### src/rtl/spi_master.sv
// Mode-0 SPI master: shifts one WIDTH-bit word out on MOSI (MSB first) while capturing MISO.
// Optional SPI_MASTER_BURST_EN keeps CS_n asserted across back-to-back words.
module spi_master #(
  parameter int unsigned WIDTH   = 8,
  parameter int unsigned CLK_DIV = 4
) (
  input  logic             clk,
  input  logic             rst,
  input  logic             start,
  input  logic [WIDTH-1:0] dataIn,
`ifdef SPI_MASTER_BURST_EN
  input  logic             hold,
  input  logic             csRelease,
`endif
  output logic             busy,
  output logic             done,
  output logic [WIDTH-1:0] dataOut,
  output logic             CS_n,
  output logic             SCLK,
  output logic             MOSI,
  input  logic             MISO
);

  localparam int unsigned DivW = (CLK_DIV > 1) ? $clog2(CLK_DIV) : 1;
  localparam int unsigned CntW = $clog2(WIDTH + 1);
  localparam logic [DivW-1:0] DivLast = DivW'(CLK_DIV - 1);
  localparam logic [CntW-1:0] BitsAll = CntW'(WIDTH);

  // The slave's clk-domain edge detector needs at least two clk cycles per SCLK level.
  if (CLK_DIV < 2) begin : gen_bad_clk_div
    $error("spi_master: CLK_DIV must be >= 2");
  end
  if (WIDTH < 2) begin : gen_bad_width
    $error("spi_master: WIDTH must be >= 2");
  end

`ifdef SPI_MASTER_BURST_EN
  typedef enum logic [2:0] {StIdle, StLead, StHigh, StLow, StFinish, StBurst} state_e;
`else
  typedef enum logic [2:0] {StIdle, StLead, StHigh, StLow, StFinish} state_e;
`endif

  state_e            state_q, state_d;
  logic [DivW-1:0]   div_q, div_d;
  logic [CntW-1:0]   bit_cnt_q, bit_cnt_d;
  logic [WIDTH-1:0]  tx_q, tx_d;
  logic [WIDTH-1:0]  rx_q, rx_d;
  logic [WIDTH-1:0]  dout_q, dout_d;
  logic              cs_n_q, cs_n_d;
  logic              sclk_q, sclk_d;
  logic              busy_q, busy_d;
  logic              done_q, done_d;
`ifdef SPI_MASTER_BURST_EN
  logic              hold_q, hold_d;
`endif

  logic div_last;
  logic bits_left;
  logic accept;

  assign div_last  = (div_q == DivLast);
  assign bits_left = (bit_cnt_q != BitsAll);
`ifdef SPI_MASTER_BURST_EN
  assign accept = start && ((state_q == StIdle) || (state_q == StBurst));
`else
  assign accept = start && (state_q == StIdle);
`endif

  always_ff @(posedge clk) begin
    if (rst) begin
      state_q   <= StIdle;
      div_q     <= '0;
      bit_cnt_q <= '0;
      tx_q      <= '0;
      rx_q      <= '0;
      dout_q    <= '0;
      cs_n_q    <= 1'b1;
      sclk_q    <= 1'b0;
      busy_q    <= 1'b0;
      done_q    <= 1'b0;
`ifdef SPI_MASTER_BURST_EN
      hold_q    <= 1'b0;
`endif
    end else begin
      state_q   <= state_d;
      div_q     <= div_d;
      bit_cnt_q <= bit_cnt_d;
      tx_q      <= tx_d;
      rx_q      <= rx_d;
      dout_q    <= dout_d;
      cs_n_q    <= cs_n_d;
      sclk_q    <= sclk_d;
      busy_q    <= busy_d;
      done_q    <= done_d;
`ifdef SPI_MASTER_BURST_EN
      hold_q    <= hold_d;
`endif
    end
  end

  always_comb begin
    state_d = state_q;
    case (state_q)
      StIdle:   if (start) state_d = StLead;
      StLead:   if (div_last) state_d = StHigh;
      StHigh:   if (div_last) state_d = StLow;
      StLow: begin
        if (div_last) begin
          if (bits_left) begin
            state_d = StHigh;
          end else begin
`ifdef SPI_MASTER_BURST_EN
            state_d = hold_q ? StBurst : StFinish;
`else
            state_d = StFinish;
`endif
          end
        end
      end
      StFinish: state_d = StIdle;
`ifdef SPI_MASTER_BURST_EN
      StBurst: begin
        if (start)          state_d = StLead;
        else if (csRelease) state_d = StFinish;
      end
`endif
      default:  state_d = StIdle;
    endcase
  end

  always_comb begin
    div_d     = div_q;
    bit_cnt_d = bit_cnt_q;
    tx_d      = tx_q;
    rx_d      = rx_q;
    dout_d    = dout_q;
    cs_n_d    = cs_n_q;
    sclk_d    = sclk_q;
    busy_d    = busy_q;
    done_d    = 1'b0;
`ifdef SPI_MASTER_BURST_EN
    hold_d    = hold_q;
`endif
    if (accept) begin
      tx_d      = dataIn;
      cs_n_d    = 1'b0;
      busy_d    = 1'b1;
      div_d     = '0;
      bit_cnt_d = '0;
`ifdef SPI_MASTER_BURST_EN
      hold_d    = hold;
`endif
    end else begin
      if ((state_q == StLead) || (state_q == StHigh) || (state_q == StLow)) begin
        div_d = div_last ? '0 : div_q + 1'b1;
      end
      // Rising SCLK edge: sample MISO on the edge that raises SCLK.
      if (div_last && ((state_q == StLead) || ((state_q == StLow) && bits_left))) begin
        sclk_d    = 1'b1;
        rx_d      = {rx_q[WIDTH-2:0], MISO};
        bit_cnt_d = bit_cnt_q + 1'b1;
      end
      if (div_last && (state_q == StHigh)) begin
        sclk_d = 1'b0;
        if (bits_left) tx_d = tx_q << 1;
      end
      if (div_last && (state_q == StLow) && !bits_left) begin
        busy_d = 1'b0;
        done_d = 1'b1;
        dout_d = rx_q;
`ifdef SPI_MASTER_BURST_EN
        cs_n_d = !hold_q;
`else
        cs_n_d = 1'b1;
`endif
      end
`ifdef SPI_MASTER_BURST_EN
      if ((state_q == StBurst) && csRelease) cs_n_d = 1'b1;
`endif
    end
  end

  // MOSI is the top of the shift register, so it holds the last bit once shifting stops.
  always_comb begin
    busy    = busy_q;
    done    = done_q;
    dataOut = dout_q;
    CS_n    = cs_n_q;
    SCLK    = sclk_q;
    MOSI    = tx_q[WIDTH-1];
  end

endmodule
### config.mk
export PLATFORM = sky130hd
export DESIGN_NAME = spi_master
export DESIGN_NICKNAME = d
export VERILOG_FILES = /design/src/rtl/spi_master.sv
export SDC_FILE = /design/constraint.sdc
export NUM_CORES = 1
export LEC_CHECK = 0
export BUFFER_PORTS_ARGS = -buffer_cell sky130_fd_sc_hd__buf_2
export CAP_MARGIN = 30
export CORE_MARGIN = 1.5
export CORE_UTILIZATION = 59
export CTS_CLUSTER_SIZE = 16
export DETAILED_ROUTE_END_ITERATION = 12
export PLACE_DENSITY = 0.86
export SYNTH_ARGS = -nofsm -noshare
export SYNTH_HDL_FRONTEND = slang
export SYNTH_SLANG_ARGS = --single-unit
### constraint.sdc
create_clock -name clk -period 3.1 [get_ports clk]
set_input_delay 0.62 -clock clk [delete_from_list [all_inputs] [get_ports clk]]
set_output_delay 0.62 -clock clk [all_outputs]
set_load 0.01 [all_outputs]
==> impl_metrics.xml, run 1 <==
<?xml version="1.0" encoding="UTF-8"?>
<metrics>
  <group name="yosys">
    <metric name="synthesized_area_fraction_occupied_by_adder_cells" unit="">0.0240</metric>
    <metric name="yosysTopAreaCellShare" unit="">0.474</metric>
    <metric name="yosysWarnings" unit="">0</metric>
    <metric name="syn-cell-area" unit="sq um">1560</metric>
    <metric name="ys_top_cells_by_area" unit="">sky130_fd_sc_hd__dfxtp_1 47%, sky130_fd_sc_hd__mux2i_1 5.1%, sky130_fd_sc_hd__nor3_1 4.8%</metric>
    <metric name="synthXorXnorAreaFrac" unit="">0</metric>
    <metric name="synth_area_leader" unit="">sky130_fd_sc_hd__dfxtp_1</metric>
    <metric name="flop_and_latch_count_out_of_synthesis" unit="">37</metric>
    <metric name="postSynth.topFlopCell" unit="">sky130_fd_sc_hd__dfxtp_1</metric>
    <metric name="synth-edff-count" unit="">0</metric>
    <metric name="post_synth_and_or_nand_nor_area_fraction" unit="">0.214</metric>
    <metric name="synthTopCellsByCount" unit="">37 x sky130_fd_sc_hd__dfxtp_1, 15 x sky130_fd_sc_hd__nor3_1, 14 x sky130_fd_sc_hd__o21ai_0, 10 x sky130_fd_sc_hd__a21oi_1, 10 x sky130_fd_sc_hd__nor2_1</metric>
    <metric name="post_synth_inst_count" unit="">166</metric>
    <metric name="synth.most_common_cell" unit="">sky130_fd_sc_hd__dfxtp_1</metric>
    <metric name="dominant_combinational_cell_family_by_area_after_synthesis" unit="">simple AND/OR/NAND/NOR gates</metric>
    <metric name="postSynthNetCount" unit="">181</metric>
    <metric name="yosys-mux-area-fraction" unit="">0.0512</metric>
    <metric name="asr_flop_ratio_synth" unit="">0</metric>
    <metric name="synth-compound-area-share" unit="">0.182</metric>
    <metric name="synth_seq_area_share" unit="">0.474</metric>
    <metric name="count_of_unique_library_cells_instantiated_by_yosys" unit="">36</metric>
    <metric name="mean_cell_area_of_the_mapped_netlist" unit="sq um">9.42</metric>
  </group>
  <group name="routing">
    <metric name="dr_total_vias" unit="">1259</metric>
    <metric name="routed_wire_length_per_instance" unit="um">14.5</metric>
    <metric name="post_drt_via_cell_ratio" unit="">5.83</metric>
    <metric name="drt-initial-drc-count" unit="">15</metric>
    <metric name="detail_route.wirelength" unit="um">3130</metric>
    <metric name="route.antenna.remaining_nets" unit="">0</metric>
    <metric name="drc_errors" unit="">0</metric>
    <metric name="drt_pass1_iterations" unit="">4</metric>
  </group>
  <group name="grt">
    <metric name="globalRoute.totalOverflow" unit="">0</metric>
    <metric name="grt_max_degree" unit="">19</metric>
    <metric name="use_met1" unit="">0.305</metric>
    <metric name="global_route.peak_usage_layer" unit="">met2</metric>
    <metric name="grtUsageTotal" unit="">0.249</metric>
    <metric name="first_global_vias" unit="">1153</metric>
    <metric name="wire_length_of_the_first_global_routing_pass" unit="um">5110</metric>
    <metric name="groute.layer.met2.usage" unit="">0.406</metric>
    <metric name="number_of_antenna_violations_at_the_first_check_in_global_routing" unit="">0</metric>
    <metric name="gr-usage-met3" unit="">0.0820</metric>
  </group>
  <group name="clocking">
    <metric name="clkSlewWorstSetupHoldPaths" unit="ns">0.11</metric>
    <metric name="cts-hold-fix-buffers" unit="">0</metric>
    <metric name="sink_count_of_the_clock_tree" unit="">37</metric>
    <metric name="clock_latency" unit="ns">0.35</metric>
    <metric name="tritoncts" unit="">done</metric>
    <metric name="clk_root_buffer_cell" unit="">sky130_fd_sc_hd__clkbuf_4</metric>
    <metric name="cts-buffers-inserted" unit="">5</metric>
    <metric name="cts_resized" unit="">0</metric>
    <metric name="maximum_buffer_depth_of_the_clock_tree" unit="">2</metric>
    <metric name="cts_max_level" unit="">2</metric>
    <metric name="postCtsSetupRepairBufs" unit="">0</metric>
  </group>
  <group name="timing">
    <metric name="max_freq" unit="MHz">500</metric>
    <metric name="hold_viol" unit="">0</metric>
    <metric name="final.min_clock_period" unit="ns">2.00</metric>
    <metric name="worst_slew_pin_slew" unit="ns">0.780</metric>
    <metric name="max_slew_margin" unit="">0.479</metric>
    <metric name="fin_setup_tns" unit="ns">0</metric>
    <metric name="clock_skew" unit="ns">0.0113</metric>
    <metric name="worst_case_setup_margin_in_the_final_layout" unit="ns">1.10</metric>
    <metric name="final_worst_path_period_share" unit="">0.645</metric>
    <metric name="rsz0062_at_grt" unit="">false</metric>
    <metric name="timing_max_transition_violations_final" unit="">0</metric>
    <metric name="report.final.setup_viol" unit="">0</metric>
  </group>
  <group name="critical_path">
    <metric name="rr_worst_depth" unit="">4</metric>
    <metric name="endpoint" unit="">tx_q[2]</metric>
    <metric name="rr_startpoint" unit="">div_q[0]</metric>
    <metric name="critPathBufInv" unit="">0</metric>
    <metric name="critical_path.cell_chain" unit="">ha_1 -&gt; nand4bb_1 -&gt; or2_0 -&gt; a211oi_1</metric>
    <metric name="setup.worst_path.start_class" unit="">flop</metric>
    <metric name="cpLargestDelayFamily" unit="">simple AND/OR/NAND/NOR gates</metric>
    <metric name="timing.critical_path.from" unit="">div_q[0]</metric>
    <metric name="crit_fanout" unit="">10</metric>
    <metric name="ff2ff_setup_slack" unit="ns">1.10</metric>
    <metric name="r2r-end" unit="">tx_q[2]</metric>
    <metric name="critPathArrivalTime" unit="ns">2.25</metric>
    <metric name="worst_ep_required_time" unit="ns">3.35</metric>
    <metric name="crit_path_end_kind" unit="">flop</metric>
    <metric name="critPathKind" unit="">flop to flop</metric>
    <metric name="cpMaxStageDelayCell" unit="">sky130_fd_sc_hd__or2_0</metric>
    <metric name="timing.critical_path.depth" unit="">4</metric>
    <metric name="cp_slowest_stage_delay" unit="ns">0.50</metric>
  </group>
  <group name="finish">
    <metric name="flow.area_growth_from_synthesis" unit="%">11.0</metric>
    <metric name="final_cell_area" unit="sq um">1740</metric>
    <metric name="final_nets" unit="">200</metric>
    <metric name="multi_input_comb_area" unit="sq um">737</metric>
    <metric name="ff_latch_area" unit="sq um">741</metric>
    <metric name="n_antenna_cell" unit="">0</metric>
    <metric name="final_layout_size_suffix_gt1_frac" unit="">0.226</metric>
    <metric name="filler_cells" unit="">196</metric>
  </group>
  <group name="place">
    <metric name="detailedPlacementHpwl" unit="um">2210</metric>
    <metric name="gp_congestion" unit="">0.712</metric>
    <metric name="place_worst_setup_slack" unit="ns">1.20</metric>
    <metric name="place.port_buffers" unit="">24</metric>
    <metric name="placement_cell_area" unit="sq um">1650</metric>
  </group>
  <group name="floorplan">
    <metric name="die-width" unit="um">54.5</metric>
    <metric name="dieArea" unit="sq um">2970</metric>
    <metric name="row_count" unit="">18</metric>
    <metric name="design.portCount" unit="">25</metric>
    <metric name="core_area" unit="sq um">2500</metric>
    <metric name="fp.dieH" unit="um">54.5</metric>
    <metric name="initial_core_utilization" unit="">0.626</metric>
  </group>
  <group name="pwr">
    <metric name="totalPowerFinal" unit="W">0.000893</metric>
    <metric name="power.leakage" unit="nW">0.706</metric>
    <metric name="ir_drop" unit="uV">434</metric>
    <metric name="power_per_cell_area" unit="nW/um^2">514</metric>
  </group>
  <group name="status">
    <metric name="outcome" unit="">finished, final reports clean</metric>
  </group>
  <group name="min_path">
    <metric name="hold_class" unit="">flop to flop</metric>
  </group>
  <group name="run">
    <metric name="timing.max_cap.violations" unit="">0</metric>
  </group>
</metrics>
## metal layers
layer	up-vias	share of wire	wire (um)
met3	4	0.042	131
met2	23	0.49	1540
met5	-	0	0
met4	0	0.013	41
met1	590	0.45	1410
li1	642	-	-
## how the worst min path moves through the flow
stage               start         end  slack, ns  cells past startpoint
4_1_cts           rx_q[0]     rx_q[0]       0.49                      2
3_3_place_gp     div_q[0]    div_q[0]       0.46                      2
3_5_place_dp   dataOut[6]  dataOut[6]       0.47                      1
5_1_grt        dataOut[6]  dataOut[6]       0.51                      1
6_report       dataOut[6]  dataOut[6]       0.49                      1
2_1_floorplan    div_q[0]    div_q[0]       0.45                      2
## stage by stage
| step | cells | hold WS (ns) | util |
|---|---|---|---|
| after CTS | 216 | 0.487 | 0.694 |
| after global placement | 208 | 0.457 | 0.660 |
| after floorplan | 166 | 0.449 | - |
| after global routing | 216 | 0.512 | 0.694 |
| after detailed placement | 208 | 0.468 | 0.660 |
| final | 216 | 0.487 | 0.694 |
## state kept, by name, summed over array words and instances (netlist names)
| signal | cells |
|---|---|
| rx_q | 8 |
| dataOut | 8 |
| bit_cnt_q | 4 |
| CS_n | 1 |
| state_q | 3 |
| SCLK | 1 |
| div_q | 2 |
| done | 1 |
| busy | 1 |
| tx_q | 8 |
## area by class of cell
class | count | share of cell area
clock inverter | 1 | 0.0173
tap | 30 | 0.0216
clock buffer | 7 | 0.0317
timing repair buffer | 24 | 0.0692
multi-input combinational | 113 | 0.425
inverter | 4 | 0.00865
sequential | 37 | 0.427
## where the power goes
part	switching, W	internal, W	total, W
clock network	0.000155	0.000193	0.000347
logic	0.0000268	0.0000220	0.0000488
registers	0.00000852	0.000488	0.000496
## layout by cell type, fill, tap and decap left out, types with 2 or more instances in the layout
master / n
sky130_fd_sc_hd__ha_1: 3
sky130_fd_sc_hd__nor3_1: 15
sky130_fd_sc_hd__inv_1: 4
sky130_fd_sc_hd__clkbuf_4: 5
sky130_fd_sc_hd__or3_1: 2
sky130_fd_sc_hd__nor2_1: 10
sky130_fd_sc_hd__a211oi_1: 8
sky130_fd_sc_hd__a31o_2: 8
sky130_fd_sc_hd__and3b_1: 2
sky130_fd_sc_hd__nand2_1: 4
sky130_fd_sc_hd__mux2i_1: 8
sky130_fd_sc_hd__buf_2: 24
sky130_fd_sc_hd__a21oi_1: 10
sky130_fd_sc_hd__nand3_1: 4
sky130_fd_sc_hd__dfxtp_1: 37
sky130_fd_sc_hd__o21ai_0: 14
sky130_fd_sc_hd__nand2b_1: 8
## cells by family after synthesis
family,after synthesis
fa+ha+maj,3
simple gates,58
flops,37
mux,8
buf+inv,16
compound gates,44
(Power assumes the default switching activity.)
==> inputs of run 2 (changes only) <==
--- a/config.mk
+++ b/config.mk
@@ -8,10 +8,10 @@
 export BUFFER_PORTS_ARGS = -buffer_cell sky130_fd_sc_hd__buf_2
 export CAP_MARGIN = 30
 export CORE_MARGIN = 1.5
-export CORE_UTILIZATION = 59
+export CORE_UTILIZATION = 54
 export CTS_CLUSTER_SIZE = 16
 export DETAILED_ROUTE_END_ITERATION = 12
-export PLACE_DENSITY = 0.86
+export PLACE_DENSITY = 0.8
 export SYNTH_ARGS = -nofsm -noshare
 export SYNTH_HDL_FRONTEND = slang
 export SYNTH_SLANG_ARGS = --single-unit
==> constraint.sdc (replaced) <==
create_clock -name clk -period 2 [get_ports clk]
set_input_delay 0.4 -clock clk [delete_from_list [all_inputs] [get_ports clk]]
set_output_delay 0.4 -clock clk [all_outputs]
set_load 0.01 [all_outputs]
==> run 2 against run 1 <==
Compared with the run above: clock skew down 0.0029 ns; global-route usage down 2.2 points; hold slack worse by 0.20 ns; total power up 53%; wire length up 3.8%; fmax up 18%; cell area up 1.1%; first-iteration DRC count rose to 2.6 times the previous value; setup slack worse by 0.80 ns; non-clock buffer count up 3; critical endpoint is now tx_q[7]; critical path depth up 1; sequential power up 55%.
==> impl_metrics.xml, run 2 (synthesis results as in run 1) <==
<?xml version="1.0" encoding="UTF-8"?>
<metrics>
  <group name="routing">
    <metric name="post_drt_via_cell_ratio" unit="">5.87</metric>
    <metric name="route.antenna.remaining_nets" unit="">0</metric>
    <metric name="drc_errors" unit="">0</metric>
    <metric name="routed_wire_length_per_instance" unit="um">14.8</metric>
    <metric name="dr_total_vias" unit="">1292</metric>
    <metric name="drt-initial-drc-count" unit="">39</metric>
    <metric name="drt_pass1_iterations" unit="">4</metric>
    <metric name="detail_route.wirelength" unit="um">3250</metric>
  </group>
  <group name="grt">
    <metric name="wire_length_of_the_first_global_routing_pass" unit="um">5550</metric>
    <metric name="first_global_vias" unit="">1272</metric>
    <metric name="grtUsageTotal" unit="">0.226</metric>
    <metric name="number_of_antenna_violations_at_the_first_check_in_global_routing" unit="">0</metric>
    <metric name="grt_max_degree" unit="">19</metric>
    <metric name="globalRoute.totalOverflow" unit="">0</metric>
  </group>
  <group name="critical_path">
    <metric name="ff2ff_setup_slack" unit="ns">0.30</metric>
    <metric name="rr_startpoint" unit="">bit_cnt_q[0]</metric>
    <metric name="rr_worst_depth" unit="">5</metric>
    <metric name="setup.worst_path.start_class" unit="">flop</metric>
    <metric name="crit_path_end_kind" unit="">flop</metric>
    <metric name="r2r-end" unit="">tx_q[7]</metric>
    <metric name="critPathKind" unit="">flop to flop</metric>
    <metric name="critPathArrivalTime" unit="ns">1.96</metric>
    <metric name="crit_fanout" unit="">9</metric>
    <metric name="worst_ep_required_time" unit="ns">2.26</metric>
  </group>
  <group name="finish">
    <metric name="final_layout_size_suffix_gt1_frac" unit="">0.238</metric>
    <metric name="final_common_cell" unit="">sky130_fd_sc_hd__dfxtp_1</metric>
    <metric name="flow.area_growth_from_synthesis" unit="%">12.2</metric>
    <metric name="final_nets" unit="">203</metric>
    <metric name="most-common-layout-cells" unit="">37 x sky130_fd_sc_hd__dfxtp_1, 24 x sky130_fd_sc_hd__buf_2, 15 x sky130_fd_sc_hd__nor3_1</metric>
    <metric name="n_antenna_cell" unit="">0</metric>
    <metric name="final_cell_area" unit="sq um">1750</metric>
  </group>
  <group name="clocking">
    <metric name="tritoncts" unit="">done</metric>
    <metric name="cts_max_level" unit="">2</metric>
    <metric name="sink_count_of_the_clock_tree" unit="">37</metric>
    <metric name="clock_latency" unit="ns">0.35</metric>
    <metric name="maximum_buffer_depth_of_the_clock_tree" unit="">2</metric>
    <metric name="cts_resized" unit="">0</metric>
    <metric name="clkSlewWorstSetupHoldPaths" unit="ns">0.11</metric>
    <metric name="postCtsSetupRepairBufs" unit="">0</metric>
    <metric name="cts-buffers-inserted" unit="">5</metric>
    <metric name="clk_root_buffer_cell" unit="">sky130_fd_sc_hd__clkbuf_4</metric>
    <metric name="cts-hold-fix-buffers" unit="">0</metric>
  </group>
  <group name="timing">
    <metric name="max_slew_margin" unit="">0.641</metric>
    <metric name="worst_slew_pin_slew" unit="ns">0.536</metric>
    <metric name="hold_slack" unit="ns">0.286</metric>
    <metric name="fin_setup_tns" unit="ns">0</metric>
    <metric name="clock_skew" unit="ns">0.00849</metric>
    <metric name="max_freq" unit="MHz">589</metric>
    <metric name="final_worst_path_period_share" unit="">0.849</metric>
    <metric name="final.min_clock_period" unit="ns">1.70</metric>
    <metric name="rsz0062_at_grt" unit="">false</metric>
    <metric name="report.final.setup_viol" unit="">0</metric>
    <metric name="worst_case_setup_margin_in_the_final_layout" unit="ns">0.302</metric>
    <metric name="hold_viol" unit="">0</metric>
    <metric name="timing_max_transition_violations_final" unit="">0</metric>
  </group>
  <group name="place">
    <metric name="place.port_buffers" unit="">24</metric>
    <metric name="placement_cell_area" unit="sq um">1670</metric>
    <metric name="gp_congestion" unit="">0.819</metric>
    <metric name="place_worst_setup_slack" unit="ns">0.289</metric>
    <metric name="detailedPlacementHpwl" unit="um">2320</metric>
  </group>
  <group name="min_path">
    <metric name="hold_class" unit="">primary input to flop</metric>
    <metric name="min-delay-start" unit="">dataIn[0]</metric>
    <metric name="whs_path_cells" unit="">3</metric>
    <metric name="min_delay_worst_endpoint" unit="">tx_q[0]</metric>
  </group>
  <group name="status">
    <metric name="outcome" unit="">finished, final reports clean</metric>
  </group>
  <group name="floorplan">
    <metric name="row_count" unit="">19</metric>
    <metric name="dieArea" unit="sq um">3230</metric>
    <metric name="die-width" unit="um">56.8</metric>
    <metric name="core_area" unit="sq um">2760</metric>
    <metric name="initial_core_utilization" unit="">0.567</metric>
    <metric name="design.portCount" unit="">25</metric>
    <metric name="fp.dieH" unit="um">56.8</metric>
  </group>
  <group name="pwr">
    <metric name="power_per_cell_area" unit="nW/um^2">779</metric>
    <metric name="ir_drop" unit="uV">798</metric>
    <metric name="power.leakage" unit="nW">0.717</metric>
  </group>
  <group name="run">
    <metric name="timing.max_cap.violations" unit="">0</metric>
  </group>
</metrics>
-- run 2: cell count changes in the layout (fill, tap and decap cells not counted), sizes merged --
cell / before / now
clkinv: 0 / 1
buf: 24 / 27
clkbuf: 7 / 6
-- run 2: how the worst max path moves through the flow --
stage | start | end | slack (ns) | cells after the start
after CTS | bit_cnt_q[0] | dataOut[3] | 0.28 | 5
after global placement | bit_cnt_q[0] | dataOut[7] | 0.39 | 5
after global routing | bit_cnt_q[0] | dataOut[2] | 0.16 | 5
final | bit_cnt_q[0] | tx_q[7] | 0.30 | 5
after detailed placement | bit_cnt_q[0] | dataOut[3] | 0.29 | 5
after floorplan | bit_cnt_q[0] | bit_cnt_q[2] | 0.44 | 6
-- run 2: per-layer routing --
layer / GRT usage / up-vias / wire length (um)
met5: 0 / - / 0
met4: 0.0897 / 0 / 55
met3: 0.0783 / 4 / 185
met2: 0.395 / 28 / 1610
met1: 0.250 / 611 / 1400
li1: - / 649 / -
-- run 2: where the power goes --
group	switching, W	internal [W]
logic	0.0000430	0.0000358
clock network	0.000252	0.000266
registers	0.0000137	0.000756
total	0.000308	0.00106
-- run 2: through the flow --
step                 util  instances  power [W]
finish              0.636        220    0.00137
detailed placement  0.607        212   0.000865
CTS                 0.636        220    0.00137
floorplan               -        166   0.000837
global route        0.636        220    0.00142
global placement    0.607        212   0.000860
-- run 2: area by class of cell --
cell class / count / area (sq um)
inverters: 4 / 15.0
well taps: 31 / 38.8
fillers: 251 / 1000
clock inverters: 2 / 38.8
flip-flops and latches: 37 / 741
repair buffers: 27 / 143
multi-input cells: 113 / 737
clock buffers: 6 / 41.3
-- run 2: worst max-delay path, cell delays in order, from the launching register on --
cell,delay [ns]
sky130_fd_sc_hd__dfxtp_1,0.39
sky130_fd_sc_hd__inv_1,0.08
sky130_fd_sc_hd__ha_1,0.22
sky130_fd_sc_hd__and3b_1,0.26
sky130_fd_sc_hd__or2_0,0.39
sky130_fd_sc_hd__a211oi_1,0.27
==> inputs of run 3 (changes only) <==
==> constraint.sdc (replaced) <==
create_clock -name clk -period 1.7 [get_ports clk]
set_input_delay 0.34 -clock clk [delete_from_list [all_inputs] [get_ports clk]]
set_output_delay 0.34 -clock clk [all_outputs]
set_load 0.01 [all_outputs]
==> run 3 against run 2 <==
Compared with the run above: utilization rose by 1.9 points; setup slack worse by 0.24 ns; cell count up 4.1%; global-route usage shrank 0.23 points; critical path type unchanged; largest cell class is now multi-input gates.
==> impl_metrics.xml, run 3 (synthesis results as in run 1) <==
<?xml version="1.0" encoding="UTF-8"?>
<metrics>
  <group name="critical_path">
    <metric name="critPathKind" unit="">flop to flop</metric>
    <metric name="crit_fanout" unit="">7</metric>
    <metric name="setup.worst_path.start_class" unit="">flop</metric>
    <metric name="worst_ep_required_time" unit="ns">1.96</metric>
    <metric name="critPathArrivalTime" unit="ns">1.90</metric>
    <metric name="crit_path_end_kind" unit="">flop</metric>
  </group>
  <group name="finish">
    <metric name="final_common_cell" unit="">sky130_fd_sc_hd__dfxtp_1</metric>
    <metric name="stdcell_count" unit="">229</metric>
    <metric name="final_layout_size_suffix_gt1_frac" unit="">0.303</metric>
    <metric name="flow.area_growth_from_synthesis" unit="%">15.5</metric>
    <metric name="most-common-layout-cells" unit="">35 x sky130_fd_sc_hd__dfxtp_1, 24 x sky130_fd_sc_hd__buf_2, 15 x sky130_fd_sc_hd__nor3_1</metric>
    <metric name="final_nets" unit="">212</metric>
    <metric name="final_util" unit="">0.655</metric>
    <metric name="n_antenna_cell" unit="">0</metric>
  </group>
  <group name="floorplan">
    <metric name="die-width" unit="um">56.8</metric>
    <metric name="initial_core_utilization" unit="">0.567</metric>
    <metric name="dieArea" unit="sq um">3230</metric>
    <metric name="fp.dieH" unit="um">56.8</metric>
    <metric name="row_count" unit="">19</metric>
    <metric name="design.portCount" unit="">25</metric>
    <metric name="core_area" unit="sq um">2760</metric>
  </group>
  <group name="timing">
    <metric name="final_worst_path_period_share" unit="">0.963</metric>
    <metric name="clock_skew" unit="ns">0.0101</metric>
    <metric name="worst_case_setup_margin_in_the_final_layout" unit="ns">0.0627</metric>
    <metric name="fin_setup_tns" unit="ns">0</metric>
    <metric name="worst_slew_pin_slew" unit="ns">0.530</metric>
    <metric name="final.min_clock_period" unit="ns">1.64</metric>
    <metric name="max_slew_margin" unit="">0.646</metric>
    <metric name="timing_max_transition_violations_final" unit="">0</metric>
    <metric name="max_freq" unit="MHz">611</metric>
    <metric name="report.final.setup_viol" unit="">0</metric>
    <metric name="hold_viol" unit="">0</metric>
  </group>
  <group name="place">
    <metric name="place_worst_setup_slack" unit="ns">0.0283</metric>
    <metric name="detailedPlacementHpwl" unit="um">2370</metric>
    <metric name="gp_congestion" unit="">0.802</metric>
    <metric name="dp_cells" unit="">217</metric>
    <metric name="place.port_buffers" unit="">24</metric>
  </group>
  <group name="clocking">
    <metric name="clock_latency" unit="ns">0.34</metric>
    <metric name="tritoncts" unit="">done</metric>
    <metric name="clk_root_buffer_cell" unit="">sky130_fd_sc_hd__clkbuf_4</metric>
    <metric name="sink_count_of_the_clock_tree" unit="">37</metric>
    <metric name="cts-hold-fix-buffers" unit="">0</metric>
    <metric name="maximum_buffer_depth_of_the_clock_tree" unit="">2</metric>
    <metric name="cts-buffers-inserted" unit="">5</metric>
    <metric name="cts_max_level" unit="">2</metric>
    <metric name="clkSlewWorstSetupHoldPaths" unit="ns">0.11</metric>
  </group>
  <group name="run">
    <metric name="timing.max_cap.violations" unit="">0</metric>
  </group>
  <group name="grt">
    <metric name="globalRoute.totalOverflow" unit="">0</metric>
    <metric name="grt_max_degree" unit="">19</metric>
    <metric name="number_of_antenna_violations_at_the_first_check_in_global_routing" unit="">0</metric>
    <metric name="first_global_vias" unit="">1300</metric>
    <metric name="wire_length_of_the_first_global_routing_pass" unit="um">5620</metric>
    <metric name="grtUsageTotal" unit="">0.224</metric>
  </group>
  <group name="routing">
    <metric name="drt_pass1_iterations" unit="">4</metric>
    <metric name="dr_total_vias" unit="">1343</metric>
    <metric name="route.layer.met1.wl" unit="um">1440</metric>
    <metric name="top_layer" unit="">met4</metric>
    <metric name="route.antenna.remaining_nets" unit="">0</metric>
    <metric name="post_drt_via_cell_ratio" unit="">5.86</metric>
    <metric name="wl_met3" unit="um">145</metric>
    <metric name="detail_route.wirelength" unit="um">3380</metric>
    <metric name="drt-initial-drc-count" unit="">45</metric>
    <metric name="drc_errors" unit="">0</metric>
    <metric name="met2_length" unit="um">1770</metric>
    <metric name="routed_wire_length_per_instance" unit="um">14.8</metric>
  </group>
  <group name="pwr">
    <metric name="ir_drop" unit="uV">737</metric>
    <metric name="power_per_cell_area" unit="nW/um^2">795</metric>
    <metric name="power.leakage" unit="nW">0.748</metric>
    <metric name="totalPowerFinal" unit="W">0.00144</metric>
  </group>
  <group name="status">
    <metric name="outcome" unit="">finished, final reports clean</metric>
  </group>
  <group name="min_path">
    <metric name="hold_class" unit="">primary input to flop</metric>
  </group>
</metrics>
-- run 3: cell count changes in the layout (fill, tap and decap cells not counted), sizes merged --
cell    change
bufinv      -1
buf         +9
clkinv      +1
-- run 3: worst max-delay path: stages, from the launching register on --
cell and delay [ns]:
sky130_fd_sc_hd__dfxtp_2 0.36, sky130_fd_sc_hd__inv_1 0.06, sky130_fd_sc_hd__ha_1 0.22, sky130_fd_sc_hd__and4b_2 0.29, sky130_fd_sc_hd__nor2_2 0.37, sky130_fd_sc_hd__mux2i_1 0.26
-- run 3: power by group --
part / internal, W / switching (W) / total (W)
clock: 0.000158 / 0.000280 / 0.000438
sequential: 0.000889 / 0.0000155 / 0.000905
combinational: 0.0000425 / 0.0000511 / 0.0000936
-- run 3: area by class of cell --
class	count	area (sq um)
sequential	37	743
clock inverter	2	10.0
clock buffer	6	41.3
fill	237	951
timing repair buffer	36	210
multi-input combinational	113	748
inverter	4	15.0
tap	31	38.8
-- run 3: repair_timing --
action | 4_1_cts | 5_1_grt
setup endpoints to repair | 0 | 17
gates resized for setup | 0 | 6
buffers inserted | 0 | 4
-- run 3: path summary, 6_finish.rpt --
kind | depth (start not counted) | end | start | slack (ns)
max | 5 | rx_q[3] | bit_cnt_q[0] | 0.06
min | 3 | tx_q[0] | dataIn[0] | 0.26
max reg2reg | 5 | rx_q[3] | bit_cnt_q[0] | 0.06
min reg2reg | 2 | div_q[0] | div_q[0] | 0.48
-- run 3: per-layer routing --
layer / vias to the layer above / global-route usage
met3: 4 / 0.0691
met4: 0 / 0.0731
li1: 667 / -
met2: 36 / 0.399
met1: 636 / 0.254
met5: - / 0
-- run 3: through the flow --
stage | hold slack [ns] | area [sq um]
2_1_floorplan | 0.449 | 1560
5_1_grt | 0.224 | 1810
3_5_place_dp | 0.467 | 1710
4_1_cts | 0.227 | 1760
3_3_place_gp | 0.458 | 1710
6_report | 0.256 | 1810
